**config.mk**
```make
export PLATFORM = sky130hd
export DESIGN_NAME = adc_float_scale_seq_flat
export DESIGN_NICKNAME = d
export VERILOG_FILES = /design/src/rtl/adc_calc_pkg.sv /design/src/rtl/adc_float_scale_seq_if.sv /design/src/rtl/adc_u2f.sv /design/src/rtl/adc_float_scale_seq.sv /design/src/flat_wrapper.sv
export SDC_FILE = /design/constraint.sdc
export NUM_CORES = 2
export LEC_CHECK = 0
export BUFFER_PORTS_ARGS = -buffer_cell sky130_fd_sc_hd__clkbuf_2
export CAP_MARGIN = 30
export CORE_AREA = 2 2 569 571
export CTS_CLUSTER_SIZE = 30
export DETAILED_ROUTE_END_ITERATION = 10
export DIE_AREA = 0 0 571 573
export GPL_TIMING_DRIVEN = 0
export PLACE_DENSITY = 0.51
export SKIP_CTS_REPAIR_TIMING = 1
export SYNTH_ARGS = -nofsm -noshare
export SYNTH_HDL_FRONTEND = slang
export SYNTH_SLANG_ARGS = --single-unit
```
**constraint.sdc**
```tcl
create_clock -name s00_axi_aclk -period 6.8 [get_ports s00_axi_aclk]
set_clock_uncertainty 0.05 [all_clocks]
set_input_delay 1.36 -clock s00_axi_aclk [delete_from_list [all_inputs] [get_ports s00_axi_aclk]]
set_output_delay 1.36 -clock s00_axi_aclk [all_outputs]
set_load 0.02 [all_outputs]
```
**src/rtl/adc_calc_pkg.sv**
```systemverilog
// rtl/adc_calc_pkg.sv - shared types and constants for the ADC float scaling datapath
package adc_calc_pkg;

    typedef enum logic [2:0] {
        ST_IDLE,
        ST_ISSUE1,
        ST_WAIT1,
        ST_ISSUE2,
        ST_WAIT2,
        ST_DONE
    } state_t;

    localparam logic [31:0] FP_ZERO = 32'h0000_0000;
    localparam logic [31:0] FP_ONE  = 32'h3F80_0000;

    localparam int FP_W  = 32;
    localparam int FMA_W = 3 * FP_W;
    localparam int OVR_W = 16;

endpackage

```
**src/rtl/adc_float_scale_seq_if.sv**
```systemverilog
// rtl/adc_float_scale_seq_if.sv - operand/result streams to the shared float FMA core
interface adc_float_scale_seq_if;
    import adc_calc_pkg::*;

    logic [FMA_W-1:0] m_fma_tdata;
    logic             m_fma_tvalid;
    logic             m_fma_tready;
    logic [FP_W-1:0]  s_fma_tdata;
    logic             s_fma_tvalid;
    logic             s_fma_tready;

    modport master (
        output m_fma_tdata, m_fma_tvalid, s_fma_tready,
        input  m_fma_tready, s_fma_tdata, s_fma_tvalid
    );

    modport slave (
        input  m_fma_tdata, m_fma_tvalid, s_fma_tready,
        output m_fma_tready, s_fma_tdata, s_fma_tvalid
    );

endinterface

```
**src/rtl/adc_u2f.sv**
```systemverilog
// rtl/adc_u2f.sv - exact unsigned code to float32 converter (priority encoder + shifter)
module adc_u2f
    import adc_calc_pkg::*;
#(
    parameter int ADC_W = 24
) (
    input  logic [ADC_W-1:0] code_i,
    output logic [FP_W-1:0]  fp_o
);

    logic [4:0]  msb;
    logic        found;
    logic [23:0] ext;
    logic [23:0] aligned;

    always_comb begin
        msb   = '0;
        found = 1'b0;
        for (int i = 0; i < ADC_W; i++) begin
            if (code_i[i]) begin
                msb   = 5'(i);
                found = 1'b1;
            end
        end
        ext     = 24'(code_i);
        // leading one lands on bit 23 and is dropped as the hidden bit
        aligned = ext << (5'd23 - msb);
        fp_o    = found ? {1'b0, 8'd127 + {3'b000, msb}, aligned[22:0]} : FP_ZERO;
    end

endmodule

```
**src/rtl/adc_float_scale_seq.sv**
```systemverilog
// rtl/adc_float_scale_seq.sv - per-channel (code*gain+offset)*factor+factor_offset on a shared FMA
module adc_float_scale_seq
    import adc_calc_pkg::*;
#(
    parameter int NCH     = 7,
    parameter int ADC_W   = 24,
    parameter int TIMEOUT = 255
) (
    input  logic                   s00_axi_aclk,
    input  logic                   s00_axi_aresetn,
    input  logic [NCH*ADC_W-1:0]   i_adc_data,
    input  logic                   i_adc_valid,
    input  logic [NCH*FP_W-1:0]    i_gain,
    input  logic [NCH*FP_W-1:0]    i_offset,
    input  logic [NCH*FP_W-1:0]    i_factor,
    input  logic [NCH*FP_W-1:0]    i_factor_offset,
    adc_float_scale_seq_if.master  fma,
    output logic [NCH*FP_W-1:0]    o_result,
    output logic                   o_result_valid,
    output logic                   o_busy,
    output logic [OVR_W-1:0]       o_overrun_cnt,
    output logic                   o_timeout_err
);

    localparam int CH_W  = (NCH > 1) ? $clog2(NCH) : 1;
    localparam int TMR_W = $clog2(TIMEOUT + 1);

    state_t                      state_q, state_d;
    logic [CH_W-1:0]             ch_q, ch_d;
    logic [TMR_W-1:0]            timer_q, timer_d;
    logic [NCH-1:0][ADC_W-1:0]   code_q, code_d;
    logic [NCH-1:0][FP_W-1:0]    gain_q, gain_d, offs_q, offs_d;
    logic [NCH-1:0][FP_W-1:0]    fact_q, fact_d, foff_q, foff_d;
    logic [NCH-1:0][FP_W-1:0]    shadow_q, shadow_d, result_q;
    logic [FP_W-1:0]             p1_q, p1_d, a_cvt;
    logic [FMA_W-1:0]            m_tdata_q, m_tdata_d;
    logic                        m_tvalid_q, result_valid_q, terr_q, terr_d;
    logic [OVR_W-1:0]            ovr_q;
    logic                        issue_fire, result_fire, timed_out, s_ready;

    assign s_ready     = (state_q == ST_WAIT1) || (state_q == ST_WAIT2);
    assign issue_fire  = m_tvalid_q && fma.m_fma_tready;
    assign result_fire = fma.s_fma_tvalid && s_ready;
    assign timed_out   = (state_q inside {ST_ISSUE1, ST_WAIT1, ST_ISSUE2, ST_WAIT2})
                         && (timer_q == TMR_W'(TIMEOUT));

    adc_u2f #(.ADC_W(ADC_W)) u_u2f (
        .code_i (code_d[ch_d]),
        .fp_o   (a_cvt)
    );

    always_comb begin
        state_d  = state_q;
        ch_d     = ch_q;
        p1_d     = p1_q;
        shadow_d = shadow_q;
        terr_d   = terr_q;
        code_d   = code_q;
        gain_d   = gain_q;
        offs_d   = offs_q;
        fact_d   = fact_q;
        foff_d   = foff_q;
        case (state_q)
            ST_IDLE: begin
                if (i_adc_valid) begin
                    code_d  = i_adc_data;
                    gain_d  = i_gain;
                    offs_d  = i_offset;
                    fact_d  = i_factor;
                    foff_d  = i_factor_offset;
                    ch_d    = '0;
                    state_d = ST_ISSUE1;
                end
            end
            ST_ISSUE1: if (issue_fire) state_d = ST_WAIT1;
            ST_WAIT1: begin
                if (result_fire) begin
                    p1_d    = fma.s_fma_tdata;
                    state_d = ST_ISSUE2;
                end
            end
            ST_ISSUE2: if (issue_fire) state_d = ST_WAIT2;
            ST_WAIT2: begin
                if (result_fire) begin
                    shadow_d[ch_q] = fma.s_fma_tdata;
                    if (ch_q == CH_W'(NCH - 1)) begin
                        state_d = ST_DONE;
                    end else begin
                        ch_d    = ch_q + 1'b1;
                        state_d = ST_ISSUE1;
                    end
                end
            end
            ST_DONE: state_d = ST_IDLE;
            default: state_d = ST_IDLE;
        endcase
        // a handshake completing on the last allowed cycle still wins over the abort
        if (timed_out && (state_d == state_q)) begin
            state_d = ST_IDLE;
            terr_d  = 1'b1;
        end
        timer_d = ((state_d != state_q) || (state_q == ST_IDLE) || (state_q == ST_DONE))
                  ? '0 : timer_q + 1'b1;
    end

    // operands are built from next-state values so they are registered alongside tvalid
    always_comb begin
        m_tdata_d = m_tdata_q;
        if (state_d == ST_ISSUE1) begin
            m_tdata_d = {offs_d[ch_d], gain_d[ch_d], a_cvt};
        end else if (state_d == ST_ISSUE2) begin
            m_tdata_d = {foff_d[ch_d], fact_d[ch_d], p1_d};
        end
    end

    always_ff @(posedge s00_axi_aclk or negedge s00_axi_aresetn) begin
        if (!s00_axi_aresetn) begin
            state_q        <= ST_IDLE;
            ch_q           <= '0;
            timer_q        <= '0;
            code_q         <= '0;
            gain_q         <= '0;
            offs_q         <= '0;
            fact_q         <= '0;
            foff_q         <= '0;
            shadow_q       <= '0;
            result_q       <= {NCH{FP_ZERO}};
            p1_q           <= FP_ZERO;
            m_tdata_q      <= '0;
            m_tvalid_q     <= 1'b0;
            result_valid_q <= 1'b0;
            terr_q         <= 1'b0;
            ovr_q          <= '0;
        end else begin
            state_q        <= state_d;
            ch_q           <= ch_d;
            timer_q        <= timer_d;
            code_q         <= code_d;
            gain_q         <= gain_d;
            offs_q         <= offs_d;
            fact_q         <= fact_d;
            foff_q         <= foff_d;
            shadow_q       <= shadow_d;
            p1_q           <= p1_d;
            m_tdata_q      <= m_tdata_d;
            m_tvalid_q     <= (state_d == ST_ISSUE1) || (state_d == ST_ISSUE2);
            terr_q         <= terr_d;
            result_valid_q <= (state_q == ST_DONE);
            if (state_q == ST_DONE) begin
                result_q <= shadow_q;
            end
            if (i_adc_valid && (state_q != ST_IDLE) && (ovr_q != '1)) begin
                ovr_q <= ovr_q + 1'b1;
            end
        end
    end

    assign fma.m_fma_tdata  = m_tdata_q;
    assign fma.m_fma_tvalid = m_tvalid_q;
    assign fma.s_fma_tready = s_ready;

    assign o_result       = result_q;
    assign o_result_valid = result_valid_q;
    assign o_busy         = (state_q != ST_IDLE);
    assign o_overrun_cnt  = ovr_q;
    assign o_timeout_err  = terr_q;

endmodule

```
**src/flat_wrapper.sv**
```systemverilog
// flat-port wrapper written by rule: the top's interface ports become plain ports
module adc_float_scale_seq_flat import adc_calc_pkg::*;
#(
    parameter int NCH     = 7,
    parameter int ADC_W   = 24,
    parameter int TIMEOUT = 255
)
  (s00_axi_aclk, s00_axi_aresetn, i_adc_data, i_adc_valid, i_gain, i_offset, i_factor, i_factor_offset, o_result, o_result_valid, o_busy, o_overrun_cnt, o_timeout_err, fma_m_fma_tdata, fma_m_fma_tvalid, fma_s_fma_tready, fma_m_fma_tready, fma_s_fma_tdata, fma_s_fma_tvalid);
  adc_float_scale_seq_if fma_i ();
  input  logic s00_axi_aclk;
  input  logic s00_axi_aresetn;
  input  logic [NCH*ADC_W-1:0] i_adc_data;
  input  logic i_adc_valid;
  input  logic [NCH*FP_W-1:0] i_gain;
  input  logic [NCH*FP_W-1:0] i_offset;
  input  logic [NCH*FP_W-1:0] i_factor;
  input  logic [NCH*FP_W-1:0] i_factor_offset;
  output logic [NCH*FP_W-1:0] o_result;
  output logic o_result_valid;
  output logic o_busy;
  output logic [OVR_W-1:0] o_overrun_cnt;
  output logic o_timeout_err;
  output wire logic [$bits(fma_i.m_fma_tdata)-1:0] fma_m_fma_tdata;
  output wire logic [$bits(fma_i.m_fma_tvalid)-1:0] fma_m_fma_tvalid;
  output wire logic [$bits(fma_i.s_fma_tready)-1:0] fma_s_fma_tready;
  input wire logic [$bits(fma_i.m_fma_tready)-1:0] fma_m_fma_tready;
  input wire logic [$bits(fma_i.s_fma_tdata)-1:0] fma_s_fma_tdata;
  input wire logic [$bits(fma_i.s_fma_tvalid)-1:0] fma_s_fma_tvalid;
  assign fma_m_fma_tdata = fma_i.m_fma_tdata;
  assign fma_m_fma_tvalid = fma_i.m_fma_tvalid;
  assign fma_s_fma_tready = fma_i.s_fma_tready;
  assign fma_i.m_fma_tready = fma_m_fma_tready;
  assign fma_i.s_fma_tdata = fma_s_fma_tdata;
  assign fma_i.s_fma_tvalid = fma_s_fma_tvalid;
  adc_float_scale_seq #(.NCH(NCH), .ADC_W(ADC_W), .TIMEOUT(TIMEOUT)) u_core (.s00_axi_aclk(s00_axi_aclk), .s00_axi_aresetn(s00_axi_aresetn), .i_adc_data(i_adc_data), .i_adc_valid(i_adc_valid), .i_gain(i_gain), .i_offset(i_offset), .i_factor(i_factor), .i_factor_offset(i_factor_offset), .fma(fma_i), .o_result(o_result), .o_result_valid(o_result_valid), .o_busy(o_busy), .o_overrun_cnt(o_overrun_cnt), .o_timeout_err(o_timeout_err));
endmodule
```
==> results.md <==
* Outcome: completed
* Initial Utilization at 23.6%
* R2R Setup Slk at 50 ps
* Post-synthesis simple-gate area fraction at 19.7%
* Post-synthesis mux area share at 7.75%
* Cell count after synthesis at 8145
* Slowest cell on crit path: o211ai_1
* Die X at 571 um
* Sequential share of the synthesized area at 55.4%
* Final Instance Area at 0.0974 mm2
* First-pass GRT wire length at 601 mm
* Crit. End Element: flip-flop
* Final Non-Filler Cells at 14400
* Vias in the first global route at 68900
* Leakage at 49.0 nW
* Global-route usage over all layers at 26.8%
* GR Util met2 at 44.1%
* Final Hold Vio Count at 0
* Clk slew on worst S/H paths at 60 ps
* Arrival time at the worst endpoint at 7490 ps
* Antenna violations before repair at 168
* Most used routing layer: met2
* Worst Setup Path Type: primary input to flip-flop
* Hold path depth at 2
* Switch share at 46.8%
* Grt met1 use at 32.9%
* Delay-heaviest family, CP: buffers and inverters
* Hold_sp: u_core.foff_q[1]$_DFF_PN0_
* Xor-xnor portion of the synthesized cell area at 0.290%
* Pin count of the biggest net entering global routing at 108
* Crit Reg-Reg Endpoint: u_core.fma.m_fma_tdata[22]$_DFFE_PN0P_
* Most frequent cells in the layout: 3210 x nand2_1, 1672 x dfrtp_1, 1490 x clkbuf_2
* Post-synth EDFFs at 0
* Clock power frac at 21.5%
* Main combinational cell family by area after synthesis: simple AND/OR/NAND/NOR gates
* CTS root buf: clkbuf_16
* RSZ-0062 raised after global routing: no
* R2R cell count at 22
* Crit path launch type: primary input
* Worst-Skew Late Latency at 880 ps
* Maximum clock frequency at 148 MHz
* Largest stage delay on the critical path at 540 ps
* Bufs and invs on worst path at 11
* Row cnt at 208
* H-tree depth at 4
* Worst Hold Slack at 417 ps
* Most frequent CP cell: clkbuf_1
* Cell Chain, Critical Path: clkbuf_2, nor4b_4, buf_4, buf_4, buf_2, buf_2, clkbuf_1, buf_16, clkbuf_1, buf_8, clkbuf_4, clkbuf_1, nand2_1, a21oi_1, a21oi_1, o211ai_1, o21ai_0, o22ai_1, a22o_1
* Wirelength per Cell at 31.4 um
* Placed inst area at 0.0901 mm2
* CTS Buf Count at 199
* Reg2reg start: u_core.ch_q[0]$_DFF_PN0_
* Sink Count at 1673
* Initial DRC count at 7132
* DP HPWL at 371 mm
* Final Critical Period at 6760 ps
* Longest Clk Path Bufs at 4
* Hold path endpoint: u_core.foff_q[1]$_DFF_PN0_
* IO buf count at 1441
* Asr flop ratio synth at 100%
* Die area at 0.327 mm2
* Peak supply drop at 0.000297 V
* Antenna-violating nets left at 0
* DR vias/cell at 4.92
* Rel. slew slack at 29.5%
* Internal power at 27.8 mW
* # Max-Cap Violations at 0
* Router iterations before antenna repair at 6
* NetSw at 24.4 mW
* Synth Register Bits at 1673
* Flop pwr share at 28.8%
* Logic pwr share at 49.7%
* Max FO, Critical Path at 10
* Power, Total at 52.2 mW
* Worst-Margin Slew at 1060 ps
* Ys flop type: dfrtp_1
* Final Cycle Share at 99.4%
* Nets at 11000
* Most common cell after layout, fill and taps aside: nand2_1
* Final Max Tran Viols at 0
* CTS tree: yes
* Endpoints failing setup at 0
* Die Ht at 573 um
* Crit path required time at 7530 ps
* Hold Path Class: flip-flop to flip-flop
* Compound-Gate Fraction of Synth Area at 13.4%
* Post-synthesis adder-cell area fraction at 0.116%
* Sum Neg Setup Slack at 0 ps
* Syn avg cell area at 9.28 um2
* Core area at 0.320 mm2
* Share of post-route cells with drive strength above 1 at 25.4%
* Top-Level Pins at 1442
* Cells after DPL at 14000
* Via count at 71000
* M3 GR Usage at 6.53%
* DRT Wirelength at 453 mm
* Syn-to-layout area delta at 28.9%
* Final GP Congestion at 1.02
* Syn nets at 9253
* Total grt overflow at 0
* Yosys warns at 0
* # fillers at 34200
* Drt drc at 0
* Pwr/cell area at 536 mW/mm2
* Post-synthesis cell type count at 95
* Syn Std Cell Area at 0.0755 mm2
==> worst min-delay path, stage by stage (launching register included) <==
cell	delay, ps
dfrtp_1	320
nand2_1	60
nand2_1	60
==> worst max path at each step <==
stage                              from                                     end  cells past startpoint
6_report                    i_adc_valid  u_core.fma.m_fma_tdata[79]$_DFFE_PN0P_                     19
5_1_grt                     i_adc_valid  u_core.fma.m_fma_tdata[36]$_DFFE_PN0P_                     16
4_1_cts        u_core.ch_q[0]$_DFF_PN0_  u_core.fma.m_fma_tdata[11]$_DFFE_PN0P_                     20
3_5_place_dp   u_core.ch_q[0]$_DFF_PN0_  u_core.fma.m_fma_tdata[11]$_DFFE_PN0P_                     20
3_3_place_gp            s00_axi_aresetn            u_core.foff_q[100]$_DFF_PN0_                      1
2_1_floorplan          fma_s_fma_tvalid  u_core.fma.m_fma_tdata[11]$_DFFE_PN0P_                     18
==> layer usage <==
metal  up-vias  part of all wire [%]
met5         -                 0.098
met4        70                   5.1
li1      31300                     -
met1     35400                    40
met3       788                   8.4
met2      3486                    47
==> final cells by class <==
| class | count | area, um2 | share of cell area [%] |
|---|---|---|---|
| flip-flops and latches | 1673 | 41900 | 43.0 |
| clock buffers | 284 | 5740 | 5.90 |
| clock inverters | 73 | 978 | 1.01 |
| repair buffers | 1558 | 9190 | 9.44 |
| inverters | 33 | 130 | 0.134 |
| multi-input cells | 5848 | 31400 | 32.3 |
| well taps | 4305 | 5390 | 5.53 |
| diodes | 73 | 183 | 0.188 |
| plain buffers | 591 | 2480 | 2.55 |
==> synthesized netlist by cell type, drive strengths merged (33+ instances only) <==
library cell  instances  share of area (%)
nand2              3211                 16
a211oi               40               0.42
mux2                494                7.4
buf                 139               0.91
clkbuf              452                2.2
nor3                 33               0.22
a22o                 69               0.80
o2bb2ai             107                1.2
o211ai              244                2.4
nor2                220                1.1
nand3               212                1.4
a311oi               62               0.72
dfrtp              1673                 55
o21ai               176                1.2
o22ai                67               0.56
a21oi               515                3.4
==> state kept, by name (all words and copies together), names as in the netlist, 32 cells and up <==
signal / cells
u_core.gain_q: 224
u_core.shadow_q: 224
u_core.foff_q: 224
u_core.fact_q: 224
u_core.o_result: 224
u_core.offs_q: 224
u_core.code_q: 168
u_core.fma.m_fma_tdata: 96
u_core.p1_q: 32
==> power by group through the flow <==
stage	combinational, mW	sequential, mW	clock (mW)
floorplan	13.4	15.1	0
global placement	24.7	15.4	0
detailed placement	25.5	15.2	0
CTS	25.6	15.0	11.4
global route	27.6	15.3	11.8
finish	25.9	15.0	11.2
==> kinds of logic after synthesis <==
kind of cell | count (synthesis)
AO/OA/AOI/OAI | 1511
adder cells (fa/ha/maj) | 7
AND/OR/NAND/NOR | 3784
buffers and inverters | 624
multiplexers | 521
flip-flops | 1673
XOR/XNOR | 25
==> per-stage QoR <==
stage / utilization (%) / setup WS, ps
2_1_floorplan: - / 1420
3_3_place_gp: 27.5 / -40860
3_5_place_dp: 28.1 / -1970
4_1_cts: 30.2 / -1960
5_1_grt: 30.4 / 7.74
6_report: 30.4 / 39.0
Note: power is estimated with default switching activity, not from simulation.
